### config.mk
export PLATFORM = sky130hd
export DESIGN_NAME = sifh_frame_scheduler
export DESIGN_NICKNAME = d
export VERILOG_FILES = /design/src/rtl/sifh_frame_scheduler.sv
export SDC_FILE = /design/constraint.sdc
export NUM_CORES = 1
export LEC_CHECK = 0
export BUFFER_PORTS_ARGS = -buffer_cell sky130_fd_sc_hd__buf_2
export CAP_MARGIN = 5
export CORE_ASPECT_RATIO = 1.75
export CORE_MARGIN = 3
export CORE_UTILIZATION = 25
export CTS_BUF_LIST = sky130_fd_sc_hd__clkbuf_8
export CTS_CLUSTER_DIAMETER = 150
export DETAILED_ROUTE_END_ITERATION = 10
export HOLD_SLACK_MARGIN = 0.1
export PLACE_DENSITY_LB_ADDON = 0.1
export SYNTH_ARGS = -nofsm -noshare
export SYNTH_HDL_FRONTEND = slang
export SYNTH_SLANG_ARGS = --single-unit
### constraint.sdc
create_clock -name clk -period 5.6 [get_ports clk]
set_clock_uncertainty 0.15 [all_clocks]
set_input_delay 0 -clock clk [delete_from_list [all_inputs] [get_ports clk]]
set_output_delay 0 -clock clk [all_outputs]
set_load 0.03 [all_outputs]
### src/rtl/sifh_frame_scheduler.sv
`default_nettype none
// ============================================================================
// Module   : sifh_frame_scheduler
// Purpose  : Frame-level sequencer for the pipelined SiFH histogram builder.
//            It accepts TDC timestamps over valid/ready and forwards them to
//            the builder as hb_wrEn/hb_data. For each frame it runs a coarse
//            pass and, optionally, a fine pass. Before each pass it clears the
//            histogram RAM. After each pass it waits for the builder pipeline
//            to drain.
// Option   : `SIFH_FINE_PASS_EN -- when defined, a fine pass follows the
//            coarse pass. When undefined, there is one coarse pass per frame
//            and hb_pass is tied to 0.
// Ports    : clk        - sole clock, rising edge
//            res        - synchronous active-low reset
//            start      - begin a frame (sampled in IDLE only)
//            tdc_valid  - front-end sample valid
//            tdc_data   - timestamp, all-ones = no photon (forwarded as-is)
//            tdc_ready  - sample accepted this cycle (RUN only)
//            hb_wrEn    - registered write strobe to builder
//            hb_data    - registered timestamp to builder
//            hb_res     - active-low histogram clear (low in CLEAR)
//            hb_pass    - 0 = coarse pass, 1 = fine pass
//            pixel_idx  - pixel of the transfer on hb_data
//            busy       - high in every state except IDLE
//            frame_done - one-cycle pulse at frame end
//            frame_cnt  - completed frames, wraps 255 -> 0
// Revision : 1.0 - initial release
// ============================================================================
module sifh_frame_scheduler #(
  parameter int NP        = 8,
  parameter int PIXEL_NUM = 200,
  parameter int DATA_NUM  = 2,
  parameter int ACQ_NUM   = 33333,
  parameter int CLR_CYC   = 2,
  parameter int DRAIN_CYC = 4
) (
  input  logic                         clk,
  input  logic                         res,
  input  logic                         start,
  input  logic                         tdc_valid,
  input  logic [NP-1:0]                tdc_data,
  output logic                         tdc_ready,
  output logic                         hb_wrEn,
  output logic [NP-1:0]                hb_data,
  output logic                         hb_res,
  output logic                         hb_pass,
  output logic [$clog2(PIXEL_NUM)-1:0] pixel_idx,
  output logic                         busy,
  output logic                         frame_done,
  output logic [7:0]                   frame_cnt
);

  localparam int PW   = $clog2(PIXEL_NUM);
  localparam int DW   = (DATA_NUM > 1) ? $clog2(DATA_NUM) : 1;
  localparam int AW   = (ACQ_NUM > 1) ? $clog2(ACQ_NUM) : 1;
  localparam int TMAX = (CLR_CYC > DRAIN_CYC) ? CLR_CYC : DRAIN_CYC;
  localparam int TW   = (TMAX > 1) ? $clog2(TMAX) : 1;

  localparam logic [DW-1:0] DATA_LAST  = DW'(DATA_NUM - 1);
  localparam logic [PW-1:0] PIX_LAST   = PW'(PIXEL_NUM - 1);
  localparam logic [AW-1:0] ACQ_LAST   = AW'(ACQ_NUM - 1);
  localparam logic [TW-1:0] CLR_LAST   = TW'(CLR_CYC - 1);
  localparam logic [TW-1:0] DRAIN_LAST = TW'(DRAIN_CYC - 1);

`ifdef SIFH_FINE_PASS_EN
  localparam bit FINE_EN = 1'b1;
`else
  localparam bit FINE_EN = 1'b0;
`endif

  typedef enum logic [2:0] {
    S_IDLE  = 3'd0,
    S_CLEAR = 3'd1,
    S_RUN   = 3'd2,
    S_DRAIN = 3'd3,
    S_DONE  = 3'd4
  } state_t;

  state_t          state_q, state_d;
  logic [TW-1:0]   timer_q;
  logic [DW-1:0]   in_cnt_q;
  logic [PW-1:0]   pix_cnt_q;
  logic [AW-1:0]   acq_cnt_q;
  logic            wren_q;
  logic [NP-1:0]   data_q;
  logic [PW-1:0]   pix_idx_q;
  logic            done_q;
  logic [7:0]      frame_cnt_q;
  logic            pass_q;

  // Transfer qualified from state directly, so next-state logic does not
  // loop back through tdc_ready.
  logic xfer, last_xfer;
  assign xfer      = tdc_valid && (state_q == S_RUN);
  assign last_xfer = xfer && (in_cnt_q == DATA_LAST) &&
                     (pix_cnt_q == PIX_LAST) && (acq_cnt_q == ACQ_LAST);

  always_comb begin
    state_d   = state_q;
    tdc_ready = 1'b0;
    hb_res    = 1'b1;
    busy      = 1'b1;
    unique case (state_q)
      S_IDLE: begin
        busy = 1'b0;
        if (start) state_d = S_CLEAR;
      end
      S_CLEAR: begin
        hb_res = 1'b0;
        if (timer_q == CLR_LAST) state_d = S_RUN;
      end
      S_RUN: begin
        tdc_ready = 1'b1;
        if (last_xfer) state_d = S_DRAIN;
      end
      S_DRAIN: begin
        if (timer_q == DRAIN_LAST) begin
          if (FINE_EN && !pass_q) state_d = S_CLEAR;
          else                    state_d = S_DONE;
        end
      end
      S_DONE:  state_d = S_IDLE;
      default: state_d = S_IDLE;
    endcase
  end

  always_ff @(posedge clk) begin
    if (!res) begin
      state_q     <= S_IDLE;
      timer_q     <= '0;
      in_cnt_q    <= '0;
      pix_cnt_q   <= '0;
      acq_cnt_q   <= '0;
      wren_q      <= 1'b0;
      data_q      <= '0;
      pix_idx_q   <= '0;
      done_q      <= 1'b0;
      frame_cnt_q <= '0;
    end else begin
      state_q <= state_d;

      // One timer serves both CLEAR and DRAIN; it restarts on every state change.
      if (state_d != state_q) timer_q <= '0;
      else if (state_q == S_CLEAR || state_q == S_DRAIN) timer_q <= timer_q + TW'(1);

      if (state_q == S_CLEAR) begin
        in_cnt_q  <= '0;
        pix_cnt_q <= '0;
        acq_cnt_q <= '0;
      end else if (xfer) begin
        if (in_cnt_q == DATA_LAST) begin
          in_cnt_q <= '0;
          if (pix_cnt_q == PIX_LAST) begin
            pix_cnt_q <= '0;
            acq_cnt_q <= (acq_cnt_q == ACQ_LAST) ? '0 : acq_cnt_q + AW'(1);
          end else begin
            pix_cnt_q <= pix_cnt_q + PW'(1);
          end
        end else begin
          in_cnt_q <= in_cnt_q + DW'(1);
        end
      end

      wren_q <= xfer;
      if (xfer) begin
        data_q    <= tdc_data;
        pix_idx_q <= pix_cnt_q;
      end

      // Pulse lands the cycle after DONE, together with the count update.
      done_q <= (state_q == S_DONE);
      if (state_q == S_DONE) frame_cnt_q <= frame_cnt_q + 8'd1;
    end
  end

`ifdef SIFH_FINE_PASS_EN
  // Moves only on DRAIN->CLEAR (to fine) or IDLE->CLEAR (back to coarse).
  always_ff @(posedge clk) begin
    if (!res) begin
      pass_q <= 1'b0;
    end else if (state_q == S_DRAIN && state_d == S_CLEAR) begin
      pass_q <= 1'b1;
    end else if (state_q == S_IDLE && start) begin
      pass_q <= 1'b0;
    end
  end
`else
  assign pass_q = 1'b0;
`endif

  assign hb_wrEn    = wren_q;
  assign hb_data    = data_q;
  assign hb_pass    = pass_q;
  assign pixel_idx  = pix_idx_q;
  assign frame_done = done_q;
  assign frame_cnt  = frame_cnt_q;

endmodule
`default_nettype wire
==> impl_metrics.csv, run 1 <==
group,metric,value,unit
floorplan,coreArea,10300,um2
clocking,cts-root-buf,"clkbuf_8",
grt,grt_pass1_wl,11.7,mm
setup_path,path_class,"reg -> reg",
grt,globalRoute.totalOverflow,0,
setup_path,cp-end-kind,"flip-flop",
setup_path,crit_arrival,3.35,ns
route,wl_per_cell,14.3,um
clocking,cts.sinks,56,
logic_synthesis,yosysTopAreaCell,"dfxtp_1",
route,met2_length,3.79,mm
logic_synthesis,synth_nets,323,
route,highest_layer,"met4",
route,drt_drc_violations_left,0,
timing,grt_setup_unrepaired,"false",
logic_synthesis,ys_seq_elements,56,
logic_synthesis,syn_avg_cell_area,8.66,um2
power_and_ir_drop,power,724,uW
finish,fillCellCount,1149,
route,vias,2358,
clocking,tritoncts,"done",
route,firstDrtPassIters,4,
setup_path,start_kind,"flip-flop",
floorplan,rows,49,
timing,finalCritPeriodShare,0.593,
clocking,insertion_delay,0.32,ns
timing,maxSlewHeadroom,0.256,
clocking,h-tree-depth,2,
grt,grt_max_degree,31,
floorplan,die_x,83.7,um
power_and_ir_drop,p_leak,1.20,nW
logic_synthesis,synth.cells.most_frequent,"dfxtp_1 (56), nand2_1 (56), a21oi_1 (22)",
route,met3_wirelength,202,um
route,via_per_inst,4.88,
timing,finalSetupViolations,0,
logic_synthesis,syn_inst,305,
setup_path,cp_data_required_time,5.62,ns
clocking,postCtsSetupRepairBufs,0,
logic_synthesis,yosys_warnings,0,
finish,utilization,0.314,
route,drt-total-wl,6.88,mm
clocking,numCtsBuffers,5,
placed_design,preCtsSetupSlack,2.16,ns
setup_path,path_max_fanout,28,
power_and_ir_drop,ir_drop,0.000133,V
logic_synthesis,synth_top_area_frac,0.424,
route,drt_iter0_drc,71,
clocking,cts-resized-gates,0,
floorplan,start_util,0.257,
timing,hold_violations,0,
finish,final_nets,373,
logic_synthesis,ys_seq_area_frac,0.424,
floorplan,ios,42,
timing,tns,0,ns
placed_design,gp_congestion,0.802,
route,ant_nets,0,
timing,max_freq,301,MHz
job,timing.max_cap.violations,0,
route,wl_met1,2.76,mm
logic_synthesis,ys_async_sr_fraction,0,
logic_synthesis,synth_cell_types,49,
power_and_ir_drop,p_per_area,224,nW/um2
placed_design,dp_hpwl,4.85,mm
timing,holdWs,0.320,ns
logic_synthesis,synthFlopType,"dfxtp_1",
timing,fin_ws,2.28,ns
timing,worst_pin_slew,1.12,ns
min_path,worst_hold_path_type,"reg -> reg",
logic_synthesis,synth_edf_count,0,
grt,antenna_found_initial,0,
logic_synthesis,synth.area.top_cells,"dfxtp_1 (42%), nand2_1 (8.0%), a21boi_0 (4.5%)",
status,status,"finished, final reports clean",
finish,antennaDiodeCount,0,
logic_synthesis,syn_area,2640,um2
finish,drive_above_1_share,0.160,
timing,post-route-min-period,3.32,ns
floorplan,die_h,142,um
timing,final_max_slew_viol_count,0,
placed_design,portBuffers,40,
grt,first_global_vias,2336,
finish,area_delta_synth_final,22.3,%
clocking,path_clk_slew,0.10,ns
clocking,clk_path_buf_depth,2,
floorplan,die_area,11900,um2
grt,grt_use_total,0.121,
## cell usage in the layout, fill, tap and decap left out, types with 7 or more instances in the layout
cell type and count:
nand2_1 56, nand3_1 9, dlygate4sd3_1 18, nand4_1 11, nor2_1 9, buf_2 40
dfxtp_1 56, inv_1 7, xnor2_1 7, and2_1 12, a21boi_0 16, a21oi_1 22
## area by class of cell
cell class	count	area, um2	area share
multi-input combinational	227	1430	0.443
clock buffer	5	68.8	0.0213
tap	127	159	0.0492
clock inverter	3	42.5	0.0132
inverter	7	26.3	0.00813
timing repair buffer	58	380	0.118
sequential	56	1120	0.347
## power by group
group,switching (mW),total (mW),internal (mW)
Sequential,0.00493,0.406,0.401
Clock,0.141,0.274,0.133
Combinational,0.0258,0.0444,0.0186
## worst paths after layout
path | startpoint | endpoint | slack [ns] | cells past startpoint
worst max register to register | state_q[1] | acq_cnt_q[14] | 2.28 | 4
worst min-delay path | pixel_idx[1] | pixel_idx[1] | 0.32 | 2
worst min register to register | pixel_idx[1] | pixel_idx[1] | 0.32 | 2
worst max-delay path | state_q[1] | acq_cnt_q[14] | 2.28 | 4
## critical path, stage by stage (launching register included)
cell      delay [ns]
dfxtp_1         0.55
and4bb_1        1.01
nand4_2         0.58
o21ai_1         0.80
a21oi_1         0.09
## per-stage QoR
step,area (um2),cells
after global placement,2940,457
after global routing,3230,483
after floorplan,2640,305
after CTS,3230,483
after detailed placement,2940,457
final,3230,483
## layer usage
| layer | track usage | vias to the layer above |
|---|---|---|
| met5 | 0 | - |
| met4 | 0.0475 | 0 |
| met3 | 0.0226 | 8 |
| met2 | 0.227 | 34 |
| met1 | 0.133 | 1126 |
| li1 | - | 1190 |
## registers in the layout, summed over array words and instances (netlist names)
signal	cells
in_cnt_q	1
hb_data	8
pixel_idx	8
frame_cnt	8
acq_cnt_q	16
timer_q	2
state_q	3
frame_done	1
pix_cnt_q	8
hb_wrEn	1
## cell families after synthesis
group	synth area share
buffers and inverters	0.0336
other	0.00142
adders and majority gates	0.0284
xor gates and xnor gates	0.0431
DFF	0.424
and+or+nand+nor	0.317
muxes	0.00758
AOI/OAI and AO/OA	0.144
## what timing repair did
action	4_1_cts	5_1_grt
setup endpoints to repair	0	0
hold buffers	18	0
endpoints found under the hold margin	28	0
Power figures use the tool's default switching activity.
==> run 2: changes to the inputs <==
--- a/config.mk
+++ b/config.mk
@@ -5,6 +5,7 @@
 export SDC_FILE = /design/constraint.sdc
 export NUM_CORES = 1
 export LEC_CHECK = 0
+export ABC_AREA = 1
 export BUFFER_PORTS_ARGS = -buffer_cell sky130_fd_sc_hd__buf_2
 export CAP_MARGIN = 5
 export CORE_ASPECT_RATIO = 1.75
==> constraint.sdc (replaced) <==
create_clock -name clk -period 3.5 [get_ports clk]
set_clock_uncertainty 0.15 [all_clocks]
set_input_delay 0 -clock clk [delete_from_list [all_inputs] [get_ports clk]]
set_output_delay 0 -clock clk [all_outputs]
set_load 0.03 [all_outputs]
==> impl_metrics.csv, run 2 <==
group,metric,value,unit
grt,grt_use_total,0.128,
placed_design,portBuffers,40,
clocking,cts-resized-gates,0,
floorplan,ios,42,
power_and_ir_drop,p_per_area,341,nW/um2
logic_synthesis,synthFlopType,"dfxtp_1",
placed_design,preCtsSetupSlack,1.19,ns
route,vias,2645,
logic_synthesis,synth.area.top_cells,"dfxtp_1 (41%), nand2_1 (9.8%), nor2_1 (8.5%)",
timing,final_max_slew_viol_count,0,
route,firstDrtPassIters,4,
logic_synthesis,synth_most_common_cell,"nand2_1",
power_and_ir_drop,p_leak,1.37,nW
logic_synthesis,yosys.area_share.simple,0.348,
route,drt-total-wl,7.46,mm
setup_path,worstReg2RegEnd,"pix_cnt_q[5]",
min_path,worst_hold_path_type,"reg -> reg",
floorplan,die_h,144,um
floorplan,die_area,12200,um2
timing,max_freq,431,MHz
min_path,hold_end,"hb_data[0]",
finish,top_register,"acq_cnt_q",
clocking,cts.sinks,56,
setup_path,r2r_slack,1.18,ns
finish,antennaDiodeCount,0,
logic_synthesis,synth_cell_types,32,
setup_path,path_class,"reg -> reg",
clocking,clk_path_buf_depth,2,
grt,globalRoute.totalOverflow,0,
logic_synthesis,ys_seq_area_frac,0.411,
logic_synthesis,yosysTopAreaCell,"dfxtp_1",
route,via_per_inst,4.62,
timing,finalSetupViolations,0,
setup_path,path_max_fanout,21,
timing,grt_setup_unrepaired,"false",
finish,largest_reg_flops,16,
timing,post-route-min-period,2.32,ns
route,wl_per_cell,13.0,um
grt,grt_pass1_wl,12.7,mm
logic_synthesis,synth.cells.most_frequent,"nand2_1 (71), nor2_1 (62), dfxtp_1 (56)",
finish,area_delta_synth_final,21.5,%
route,ant_nets,0,
grt,grt_max_degree,25,
setup_path,cp_data_required_time,3.57,ns
logic_synthesis,synth_top_family_by_area,"simple AND/OR/NAND/NOR gates",
logic_synthesis,synth_edf_count,0,
setup_path,start_kind,"flip-flop",
clocking,path_clk_slew,0.10,ns
timing,finalCritPeriodShare,0.663,
floorplan,coreArea,10500,um2
setup_path,ff2ff_path_depth,9,
placed_design,dp_hpwl,5.54,mm
finish,final_common_cell,"nand2_1",
status,status,"finished, final reports clean",
placed_design,gp_congestion,0.861,
logic_synthesis,ys_async_sr_fraction,0,
timing,maxSlewHeadroom,0.558,
clocking,postCtsSetupRepairBufs,0,
logic_synthesis,ys_seq_elements,56,
grt,first_global_vias,2647,
logic_synthesis,syn_avg_cell_area,7.01,um2
logic_synthesis,synth_compound_gate_area_share,0.108,
logic_synthesis,syn_inst,389,
min_path,hold_depth,2,
timing,holdWs,0.342,ns
finish,final_nets,463,
power_and_ir_drop,power,1.13,mW
finish,layout_common_cells,"nand2_1 (71), nor2_1 (62), dfxtp_1 (56)",
route,drt_iter0_drc,108,
clocking,tritoncts,"done",
setup_path,crit_arrival,2.39,ns
min_path,hp-start,"hb_data[0]",
floorplan,rows,49,
floorplan,start_util,0.260,
finish,drive_above_1_share,0.132,
route,drt_drc_violations_left,0,
placed_design,post-place-cells,546,
floorplan,die_x,85.0,um
logic_synthesis,syn_area,2730,um2
clocking,cts-root-buf,"clkbuf_8",
timing,hold_violations,0,
clocking,insertion_delay,0.31,ns
timing,worst_pin_slew,0.662,ns
clocking,h-tree-depth,2,
logic_synthesis,synth_top_area_frac,0.411,
timing,fin_ws,1.18,ns
logic_synthesis,synthAdderAreaFrac,0.0275,
logic_synthesis,yosys_warnings,0,
grt,antenna_found_initial,0,
power_and_ir_drop,ir_drop,0.000226,V
timing,tns,0,ns
logic_synthesis,synth_xor_area_frac,0.0161,
finish,final_cells,573,
clocking,numCtsBuffers,5,
job,timing.max_cap.violations,0,
logic_synthesis,synth_mux_area_frac,0,
setup_path,r2r_start,"pix_cnt_q[1]",
logic_synthesis,synth_nets,407,
setup_path,cp-end-kind,"flip-flop",
run 2: changes by cell type after synthesis, moves of 10 or more:
cell      delta
a21boi_0    -16
a21oi_1     +10
and2_1      -12
inv_1       +38
nand2_1     +15
nand3_1     +23
nor2_1      +53
nor3_1      +14
o21ai_0     +13
run 2: cells by family (layout without fill, tap and decap cells):
group	after synthesis	after routing
other	1	1
and+or+nand+nor	207	207
xor gates and xnor gates	5	5
AOI/OAI and AO/OA	56	56
DFF	56	56
adders and majority gates	6	6
buffers and inverters	58	115
run 2: stage by stage:
stage	utilization	instance area, um2
2_1_floorplan	-	2730
3_3_place_gp	0.289	3030
3_5_place_dp	0.289	3030
4_1_cts	0.316	3310
5_1_grt	0.316	3310
6_report	0.316	3310
run 2: layout make-up:
cell class              count  area [um2]
clock inverters             2        11.3
inverters                  47         176
multi-input cells         275        1370
well taps                 127         159
repair buffers             60         398
flip-flops and latches     56        1120
clock buffers               6        82.6
fillers                  1147        7170
run 2: how the worst max path moves through the flow:
stage	slack [ns]	endpoint	from	cells past startpoint
2_1_floorplan	1.91	acq_cnt_q[9]	pix_cnt_q[0]	9
3_3_place_gp	1.23	pix_cnt_q[5]	pix_cnt_q[0]	9
3_5_place_dp	1.19	pix_cnt_q[5]	pix_cnt_q[1]	9
4_1_cts	1.16	pix_cnt_q[5]	pix_cnt_q[1]	9
5_1_grt	0.92	pix_cnt_q[5]	pix_cnt_q[1]	9
6_report	1.18	pix_cnt_q[5]	pix_cnt_q[1]	9
run 2: power by group:
group,total (mW),switching (mW),internal (mW)
sequential,0.650,0.00568,0.644
clock,0.376,0.217,0.159
combinational,0.103,0.0648,0.0387
run 2: routing by layer:
metal / global-route usage / wire [um] / share of wire / vias to the layer above
li1: - / - / - / 1377
met3: 0.0217 / 290 / 0.039 / 13
met1: 0.133 / 2900 / 0.39 / 1190
met4: 0.0575 / 199 / 0.027 / 0
met5: 0 / 0 / 0 / -
met2: 0.248 / 4060 / 0.54 / 65
run 2: critical path, stage by stage, from the launching register on:
cell	delay (ns)
dfxtp_1	0.37
ha_1	0.24
nand2_1	0.07
inv_1	0.08
nand3_2	0.15
nor2_4	0.44
inv_1	0.35
nand2_1	0.19
o21bai_1	0.12
nor2_1	0.05
run 2: timing repair:
action                                  4_1_cts  5_1_grt
hold endpoints to repair                     32        0
hold buffers                                 19        0
endpoints found under the setup margin        0        0
